--- src/rtl/mmio_bus_arb_if.sv ---
// MMIO register bus between mmio_bus_arb (master) and the mmio peripheral block (slave).
interface mmio_bus_arb_if;
    logic        m_re;
    logic        m_we;
    logic [11:0] m_addr;
    logic [7:0]  m_wdata;
    logic [7:0]  m_rdata;
    logic        m_stall;
    logic        m_ack;

    modport master (
        output m_re, m_we, m_addr, m_wdata,
        input  m_rdata, m_stall, m_ack
    );

    modport slave (
        input  m_re, m_we, m_addr, m_wdata,
        output m_rdata, m_stall, m_ack
    );
endinterface

--- src/rtl/mmio_bus_arb.sv ---
// Round-robin two-port arbiter and re/we sequencer in front of mmio.
// Optional access timeout enabled by defining MMIO_ARB_TIMEOUT_EN.
module mmio_bus_arb #(
    parameter logic [15:0] ACK_MASK = 16'h0018,
    parameter int unsigned TIMEOUT  = 255
) (
    input  logic        clk,
    input  logic        rst,
    input  logic        req0,
    input  logic        req1,
    input  logic        we0,
    input  logic        we1,
    input  logic [11:0] addr0,
    input  logic [11:0] addr1,
    input  logic [7:0]  wdata0,
    input  logic [7:0]  wdata1,
    output logic [7:0]  rdata0,
    output logic [7:0]  rdata1,
    output logic        done0,
    output logic        done1,
    output logic        err,
    mmio_bus_arb_if.master mbus
);

    typedef enum logic [2:0] {
        S_IDLE,
        S_ISSUE,
        S_WAIT,
        S_FIXED,
        S_CAPTURE,
        S_DONE
    } state_t;

    if (TIMEOUT < 2) begin : g_timeout_min
        $error("mmio_bus_arb: TIMEOUT must be at least 2");
    end

    state_t      state_q, state_d;
    logic        m_re_q, m_re_d;
    logic        m_we_q, m_we_d;
    logic [11:0] m_addr_q, m_addr_d;
    logic [7:0]  m_wdata_q, m_wdata_d;
    logic [7:0]  rdata0_q, rdata0_d;
    logic [7:0]  rdata1_q, rdata1_d;
    logic        done0_q, done0_d;
    logic        done1_q, done1_d;
    logic        we_q, we_d;
    logic        grant_q, grant_d;
    logic        last_grant_q, last_grant_d;
    logic        ack_mode_q, ack_mode_d;

    // Winner of the IDLE-cycle arbitration: 1 selects port 1.
    logic        win;
    logic        win_we;
    logic [11:0] win_addr;
    logic [7:0]  win_wdata;

    assign win       = (req0 && req1) ? ~last_grant_q : req1;
    assign win_we    = win ? we1    : we0;
    assign win_addr  = win ? addr1  : addr0;
    assign win_wdata = win ? wdata1 : wdata0;

`ifdef MMIO_ARB_TIMEOUT_EN
    localparam int unsigned CNT_RAW = $clog2(TIMEOUT + 1);
    localparam int unsigned CNT_W   = (CNT_RAW < 8) ? 8 : ((CNT_RAW > 16) ? 16 : CNT_RAW);
    localparam logic [CNT_W-1:0] TO_LAST = CNT_W'(TIMEOUT - 1);

    logic [CNT_W-1:0] cnt_q, cnt_d;
    logic             err_q, err_d;
`endif

    always_comb begin
        state_d      = state_q;
        m_re_d       = m_re_q;
        m_we_d       = m_we_q;
        m_addr_d     = m_addr_q;
        m_wdata_d    = m_wdata_q;
        rdata0_d     = rdata0_q;
        rdata1_d     = rdata1_q;
        done0_d      = 1'b0;
        done1_d      = 1'b0;
        we_d         = we_q;
        grant_d      = grant_q;
        last_grant_d = last_grant_q;
        ack_mode_d   = ack_mode_q;
`ifdef MMIO_ARB_TIMEOUT_EN
        cnt_d        = cnt_q;
        err_d        = 1'b0;
`endif

        case (state_q)
            S_IDLE: begin
                if (req0 || req1) begin
                    grant_d    = win;
                    we_d       = win_we;
                    m_addr_d   = win_addr;
                    m_wdata_d  = win_wdata;
                    m_re_d     = ~win_we;
                    m_we_d     = win_we;
                    ack_mode_d = ACK_MASK[win_addr[11:8]];
`ifdef MMIO_ARB_TIMEOUT_EN
                    cnt_d      = '0;
`endif
                    state_d    = S_ISSUE;
                end
            end
            S_ISSUE: begin
                if (!mbus.m_stall) begin
                    if (ack_mode_q) begin
                        state_d = S_WAIT;
                    end else begin
                        m_re_d  = 1'b0;
                        m_we_d  = 1'b0;
                        state_d = S_FIXED;
                    end
                end
            end
            S_WAIT: begin
                // Ack completions reuse FIXED as the data-settle cycle, so done
                // lands three cycles after the ack just as after a fixed strobe.
                if (mbus.m_ack && !mbus.m_stall) begin
                    m_re_d  = 1'b0;
                    m_we_d  = 1'b0;
                    state_d = S_FIXED;
                end
            end
            S_FIXED: begin
                state_d = S_CAPTURE;
            end
            S_CAPTURE: begin
                if (!we_q) begin
                    if (grant_q) rdata1_d = mbus.m_rdata;
                    else         rdata0_d = mbus.m_rdata;
                end
                if (grant_q) done1_d = 1'b1;
                else         done0_d = 1'b1;
                state_d = S_DONE;
            end
            S_DONE: begin
                last_grant_d = grant_q;
                state_d      = S_IDLE;
            end
            default: begin
                state_d = S_IDLE;
            end
        endcase

`ifdef MMIO_ARB_TIMEOUT_EN
        if (state_q == S_ISSUE || state_q == S_WAIT) begin
            cnt_d = cnt_q + 1'b1;
            if (cnt_q == TO_LAST) begin
                m_re_d  = 1'b0;
                m_we_d  = 1'b0;
                if (!we_q) begin
                    if (grant_q) rdata1_d = 8'hFF;
                    else         rdata0_d = 8'hFF;
                end
                if (grant_q) done1_d = 1'b1;
                else         done0_d = 1'b1;
                err_d   = 1'b1;
                state_d = S_DONE;
            end
        end
`endif
    end

    always_ff @(posedge clk) begin
        if (rst) begin
            state_q      <= S_IDLE;
            m_re_q       <= 1'b0;
            m_we_q       <= 1'b0;
            m_addr_q     <= '0;
            m_wdata_q    <= '0;
            rdata0_q     <= '0;
            rdata1_q     <= '0;
            done0_q      <= 1'b0;
            done1_q      <= 1'b0;
            we_q         <= 1'b0;
            grant_q      <= 1'b0;
            last_grant_q <= 1'b1;
            ack_mode_q   <= 1'b0;
`ifdef MMIO_ARB_TIMEOUT_EN
            cnt_q        <= '0;
            err_q        <= 1'b0;
`endif
        end else begin
            state_q      <= state_d;
            m_re_q       <= m_re_d;
            m_we_q       <= m_we_d;
            m_addr_q     <= m_addr_d;
            m_wdata_q    <= m_wdata_d;
            rdata0_q     <= rdata0_d;
            rdata1_q     <= rdata1_d;
            done0_q      <= done0_d;
            done1_q      <= done1_d;
            we_q         <= we_d;
            grant_q      <= grant_d;
            last_grant_q <= last_grant_d;
            ack_mode_q   <= ack_mode_d;
`ifdef MMIO_ARB_TIMEOUT_EN
            cnt_q        <= cnt_d;
            err_q        <= err_d;
`endif
        end
    end

    assign mbus.m_re    = m_re_q;
    assign mbus.m_we    = m_we_q;
    assign mbus.m_addr  = m_addr_q;
    assign mbus.m_wdata = m_wdata_q;
    assign rdata0       = rdata0_q;
    assign rdata1       = rdata1_q;
    assign done0        = done0_q;
    assign done1        = done1_q;

`ifdef MMIO_ARB_TIMEOUT_EN
    assign err = err_q;
`else
    assign err = 1'b0;
`endif

endmodule

--- src/flat_wrapper.sv ---
// flat-port wrapper written by rule: the top's interface ports become plain ports
module mmio_bus_arb_flat 
#(
    parameter logic [15:0] ACK_MASK = 16'h0018,
    parameter int unsigned TIMEOUT  = 255
)
  (clk, rst, req0, req1, we0, we1, addr0, addr1, wdata0, wdata1, rdata0, rdata1, done0, done1, err, mbus_m_re, mbus_m_we, mbus_m_addr, mbus_m_wdata, mbus_m_rdata, mbus_m_stall, mbus_m_ack);
  mmio_bus_arb_if mbus_i ();
  input  logic clk;
  input  logic rst;
  input  logic req0;
  input  logic req1;
  input  logic we0;
  input  logic we1;
  input  logic [11:0] addr0;
  input  logic [11:0] addr1;
  input  logic [7:0] wdata0;
  input  logic [7:0] wdata1;
  output logic [7:0] rdata0;
  output logic [7:0] rdata1;
  output logic done0;
  output logic done1;
  output logic err;
  output wire logic [$bits(mbus_i.m_re)-1:0] mbus_m_re;
  output wire logic [$bits(mbus_i.m_we)-1:0] mbus_m_we;
  output wire logic [$bits(mbus_i.m_addr)-1:0] mbus_m_addr;
  output wire logic [$bits(mbus_i.m_wdata)-1:0] mbus_m_wdata;
  input wire logic [$bits(mbus_i.m_rdata)-1:0] mbus_m_rdata;
  input wire logic [$bits(mbus_i.m_stall)-1:0] mbus_m_stall;
  input wire logic [$bits(mbus_i.m_ack)-1:0] mbus_m_ack;
  assign mbus_m_re = mbus_i.m_re;
  assign mbus_m_we = mbus_i.m_we;
  assign mbus_m_addr = mbus_i.m_addr;
  assign mbus_m_wdata = mbus_i.m_wdata;
  assign mbus_i.m_rdata = mbus_m_rdata;
  assign mbus_i.m_stall = mbus_m_stall;
  assign mbus_i.m_ack = mbus_m_ack;
  mmio_bus_arb #(.ACK_MASK(ACK_MASK), .TIMEOUT(TIMEOUT)) u_core (.clk(clk), .rst(rst), .req0(req0), .req1(req1), .we0(we0), .we1(we1), .addr0(addr0), .addr1(addr1), .wdata0(wdata0), .wdata1(wdata1), .rdata0(rdata0), .rdata1(rdata1), .done0(done0), .done1(done1), .err(err), .mbus(mbus_i));
endmodule
--- config.mk ---
export PLATFORM = sky130hd
export DESIGN_NAME = mmio_bus_arb_flat
export DESIGN_NICKNAME = d
export VERILOG_FILES = /design/src/rtl/mmio_bus_arb_if.sv /design/src/rtl/mmio_bus_arb.sv /design/src/flat_wrapper.sv
export SDC_FILE = /design/constraint.sdc
export NUM_CORES = 1
export LEC_CHECK = 0
export CAP_MARGIN = 20
export CORE_ASPECT_RATIO = 1.2
export CORE_UTILIZATION = 44
export CTS_CLUSTER_SIZE = 16
export DETAILED_ROUTE_END_ITERATION = 8
export PLACE_DENSITY = 0.86
export SLEW_MARGIN = 25
export SYNTH_ARGS = -nofsm -noshare
export SYNTH_HDL_FRONTEND = slang
export SYNTH_SLANG_ARGS = --single-unit
--- constraint.sdc ---
create_clock -name clk -period 3.18 [get_ports clk]
set_input_delay 0.636 -clock clk [delete_from_list [all_inputs] [get_ports clk]]
set_output_delay 0.636 -clock clk [all_outputs]
set_load 0.03 [all_outputs]
==> metrics.log <==
[metrics] Worst Reg2Reg Path Length in Cells: 4
[metrics] result of the run: finished, final reports clean
[metrics] buffers inserted by post-CTS timing repair: 0
[metrics] Setup Total Neg Slack: 0 ns
[metrics] NumNets Final: 358
[metrics] Final setup viols: 0
[metrics] global placement routability congestion: 0.743
[metrics] Floorplan Core Area: 4360 um2
[metrics] clock tree from TritonCTS: done
[metrics] hold buffer count at cts: 0
[metrics] commonest register cell after synthesis: sky130_fd_sc_hd__dfxtp_1
[metrics] DR pass1 iterations: 4
[metrics] max capacitance violation total: 0
[metrics] fraction of power spent switching nets: 0.283
[metrics] clock insertion delay at the later pin of the skew report: 0.29 ns
[metrics] Initial Util: 0.467
[metrics] startpoint of the worst-slack reg-to-reg timing path: u_core.state_q[0]$_SDFFE_PP0P_
[metrics] floorplan row count: 26
[metrics] CP Max Fanout: 13
[metrics] drc violations: 0
[metrics] mean instance size in the synthesized netlist: 9.56 um2
[metrics] number of antenna-violating nets in the routed design: 0
[metrics] total via count after detailed routing: 1841
[metrics] slowest stage cell on the critical path: sky130_fd_sc_hd__clkdlybuf4s50_1
[metrics] synthesis-to-layout area growth: 53.5%
[metrics] CTS Root Cell: sky130_fd_sc_hd__clkbuf_8
[metrics] post-cts repair resize count: 0
[metrics] portion of the post-synthesis area used by sequential elements: 0.462
[metrics] Hold Crit Depth: 2
[metrics] filler instances: 352
[metrics] total overflow reported by the global router: 0
[metrics] cell count after placement: 351
[metrics] area of the multi-input gates: 1000 um2
[metrics] combined area of all synthesized cells: 2040 um2
[metrics] endpoint of the most critical register-to-register path: u_core.rdata1[2]$_SDFFE_PP0P_
[metrics] most frequent cells in the layout: sky130_fd_sc_hd__clkdlybuf4s50_1 (95), sky130_fd_sc_hd__dfxtp_1 (47), sky130_fd_sc_hd__nor2_1 (44)
[metrics] Post-Route Hold Slack: 0.495 ns
[metrics] power density cells: 482 nW/um2
[metrics] critical path data arrival time: 2.26 ns
[metrics] number of buffers created by CTS: 5
[metrics] setup clock skew after layout: 0.00501 ns
[metrics] cells along the critical path: clkdlybuf4s50_1 -> a21boi_4 -> buf_4 -> mux2i_1 -> a211oi_1
[metrics] clock sink count: 47
[metrics] area of the die: 4900 um2
[metrics] switching power summed over all nets: 0.427 mW
[metrics] number of unique standard cell types used by synthesis: 37
[metrics] GRT Resource Usage Total: 0.207
[metrics] post-route clock period utilization: 0.659
[metrics] crit-path max cell delay: 0.50 ns
[metrics] Yosys reg bits: 47
[metrics] RSZ-0062 raised after global routing: no
[metrics] Hold Crit Endpoint: u_core.mbus.m_re$_SDFFE_PP0P_
[metrics] timing-limited maximum frequency: 477 MHz
[metrics] HP Start: u_core.mbus.m_re$_SDFFE_PP0P_
[metrics] normalized max-slew margin: 0.574
[metrics] most common cell after layout, fill and taps aside: sky130_fd_sc_hd__clkdlybuf4s50_1
[metrics] Reg clk slew, reported paths: 0.09 ns
[metrics] Synth warnings: 0
[metrics] Die Span X: 64.1 um
[metrics] height of the die: 76.5 um
[metrics] antenna violations before repair: 0
[metrics] number of port buffers: 95
[metrics] Worst Slack Setup Final: 1.09 ns
[metrics] Leakage: 1.22 nW
[metrics] non-filler instance count after layout: 359
[metrics] worst slack at placement: 0.764 ns
[metrics] wire length reported by the detailed router: 4800 um
[metrics] level count of the clock H-tree: 2
[metrics] number of enable flip-flop cells after synthesis: 0
[metrics] share of final-layout standard cells stronger than drive strength 1: 0.0561
[metrics] largest net degree at the start of global routing: 42
[metrics] storage element area: 941 um2
[metrics] max-slew violation count: 0
[metrics] portion of total power attributed to combinational logic: 0.254
[metrics] Worst VDD drop: 255 uV
[metrics] nature of the critical path startpoint: input port
[metrics] final worst path period need: 2.09 ns
[metrics] First DRT Iteration DRCs: 71
[metrics] Syn Inst Count: 213
[metrics] number of buffers and inverters on the critical path: 2
[metrics] type of the worst min-delay path: flop to flop
[metrics] kind of end point of the critical path: flop
[metrics] asr flop ratio synth: 0
[metrics] sequential share of power: 0.442
[metrics] Top Ports: 97
[metrics] internal power summed over all cells: 1.08 mW
[metrics] WP data required: 3.35 ns
[metrics] Worst Path Class, Setup: input port to flop
[metrics] Least-Margin Pin Slew: 0.638 ns
[metrics] minimum setup slack among reg-to-reg paths: 1.20 ns
[metrics] clock group share of total power: 0.304
[metrics] ratio of routed vias to standard cells: 5.13
[metrics] Net Count, Synth: 269
[metrics] first-pass GRT wire length: 8180 um
[metrics] largest buffer count on any clock path: 2
[metrics] number of antenna repair diodes: 0
[metrics] average routed wire per standard cell: 13.4 um
[metrics] number of global-route vias before repair: 1847
[metrics] delay-heaviest family, CP: buffers and inverters
[metrics] final number of hold-violating endpoints: 0
[metrics] detailed placement HPWL: 3560 um
-- state kept, by name (all words and copies together) (netlist names), 3 cells and up --
name and flops:
u_core.mbus.m_addr 12, u_core.mbus.m_wdata 8, u_core.state_q 3, u_core.rdata0 8
u_core.rdata1 8
-- metrics by stage --
step                total power [mW]  area [um2]   util
floorplan                      0.893        2040      -
global placement                1.06        3000  0.689
detailed placement              1.06        3000  0.689
CTS                             1.52        3130  0.717
global route                    1.58        3130  0.717
finish                          1.51        3130  0.717
-- logic make-up (layout without fill, tap and decap cells) --
group,Yosys count,after routing,share of synthesized area
AND/OR/NAND/NOR,69,69,0.159
flip-flops,47,47,0.462
AO/OA/AOI/OAI,38,38,0.136
multiplexers,38,38,0.187
buffers and inverters,19,109,0.0492
other,1,1,0.00184
XOR/XNOR,1,1,0.00430
-- power groups by stage --
stage / combinational (mW) / clock [mW] / sequential [mW]
detailed placement: 0.385 / 0 / 0.678
finish: 0.383 / 0.458 / 0.666
floorplan: 0.148 / 0 / 0.744
global placement: 0.378 / 0 / 0.677
CTS: 0.388 / 0.469 / 0.666
global route: 0.411 / 0.497 / 0.672
-- worst register-to-register path, delay by kind of cell, from the launching register on --
family	cells	cell delay, ns
and+or+nand+nor	3	1.18
DFF	1	0.40
muxes	1	0.26
-- worst max path at each step --
| stage | from | to | depth (start not counted) |
|---|---|---|---|
| final | req1 | u_core.mbus.m_addr[4]$_SDFFE_PP0P_ | 5 |
| after CTS | req1 | u_core.mbus.m_addr[4]$_SDFFE_PP0P_ | 5 |
| after global routing | req1 | u_core.mbus.m_addr[3]$_SDFFE_PP0P_ | 5 |
| after floorplan | u_core.state_q[0]$_SDFFE_PP0P_ | u_core.rdata1[5]$_SDFFE_PP0P_ | 7 |
| after detailed placement | req1 | u_core.mbus.m_addr[4]$_SDFFE_PP0P_ | 5 |
| after global placement | req1 | u_core.mbus.m_wdata[6]$_SDFFE_PP0P_ | 5 |
-- routing by layer --
layer,track usage,wire length (um),up-vias
met2,0.389,2590,66
met1,0.222,1870,842
met3,0.0509,307,5
met4,0.0600,37,0
li1,-,-,928
met5,0,0,-
-- synth_stat cells (2+ instances only) --
| cell | count | area, um2 |
|---|---|---|
| sky130_fd_sc_hd__inv_1 | 2 | 7.51 |
| sky130_fd_sc_hd__a211oi_1 | 20 | 150 |
| sky130_fd_sc_hd__buf_6 | 2 | 22.5 |
| sky130_fd_sc_hd__buf_4 | 2 | 15.0 |
| sky130_fd_sc_hd__nand2_1 | 5 | 18.8 |
| sky130_fd_sc_hd__clkbuf_1 | 8 | 30.0 |
| sky130_fd_sc_hd__nor3_1 | 5 | 25.0 |
| sky130_fd_sc_hd__nor2_1 | 44 | 165 |
| sky130_fd_sc_hd__o21ai_0 | 2 | 10.0 |
| sky130_fd_sc_hd__or3b_1 | 2 | 17.5 |
| sky130_fd_sc_hd__nand2b_1 | 2 | 12.5 |
| sky130_fd_sc_hd__dfxtp_1 | 47 | 941 |
| sky130_fd_sc_hd__mux2i_1 | 38 | 380 |
| sky130_fd_sc_hd__buf_2 | 5 | 25.0 |
| sky130_fd_sc_hd__a22oi_1 | 2 | 15.0 |
| sky130_fd_sc_hd__a21oi_1 | 6 | 30.0 |
-- layout make-up --
cell class                      instances  area share
Clock buffer                            6      0.0264
Inverter                                2     0.00240
Timing Repair Buffer                   99       0.314
Sequential cell                        47       0.301
Clock inverter                          2      0.0124
Tap cell                               56      0.0224
Multi-Input combinational cell        147       0.321
Note: power is estimated with default switching activity, not from simulation.
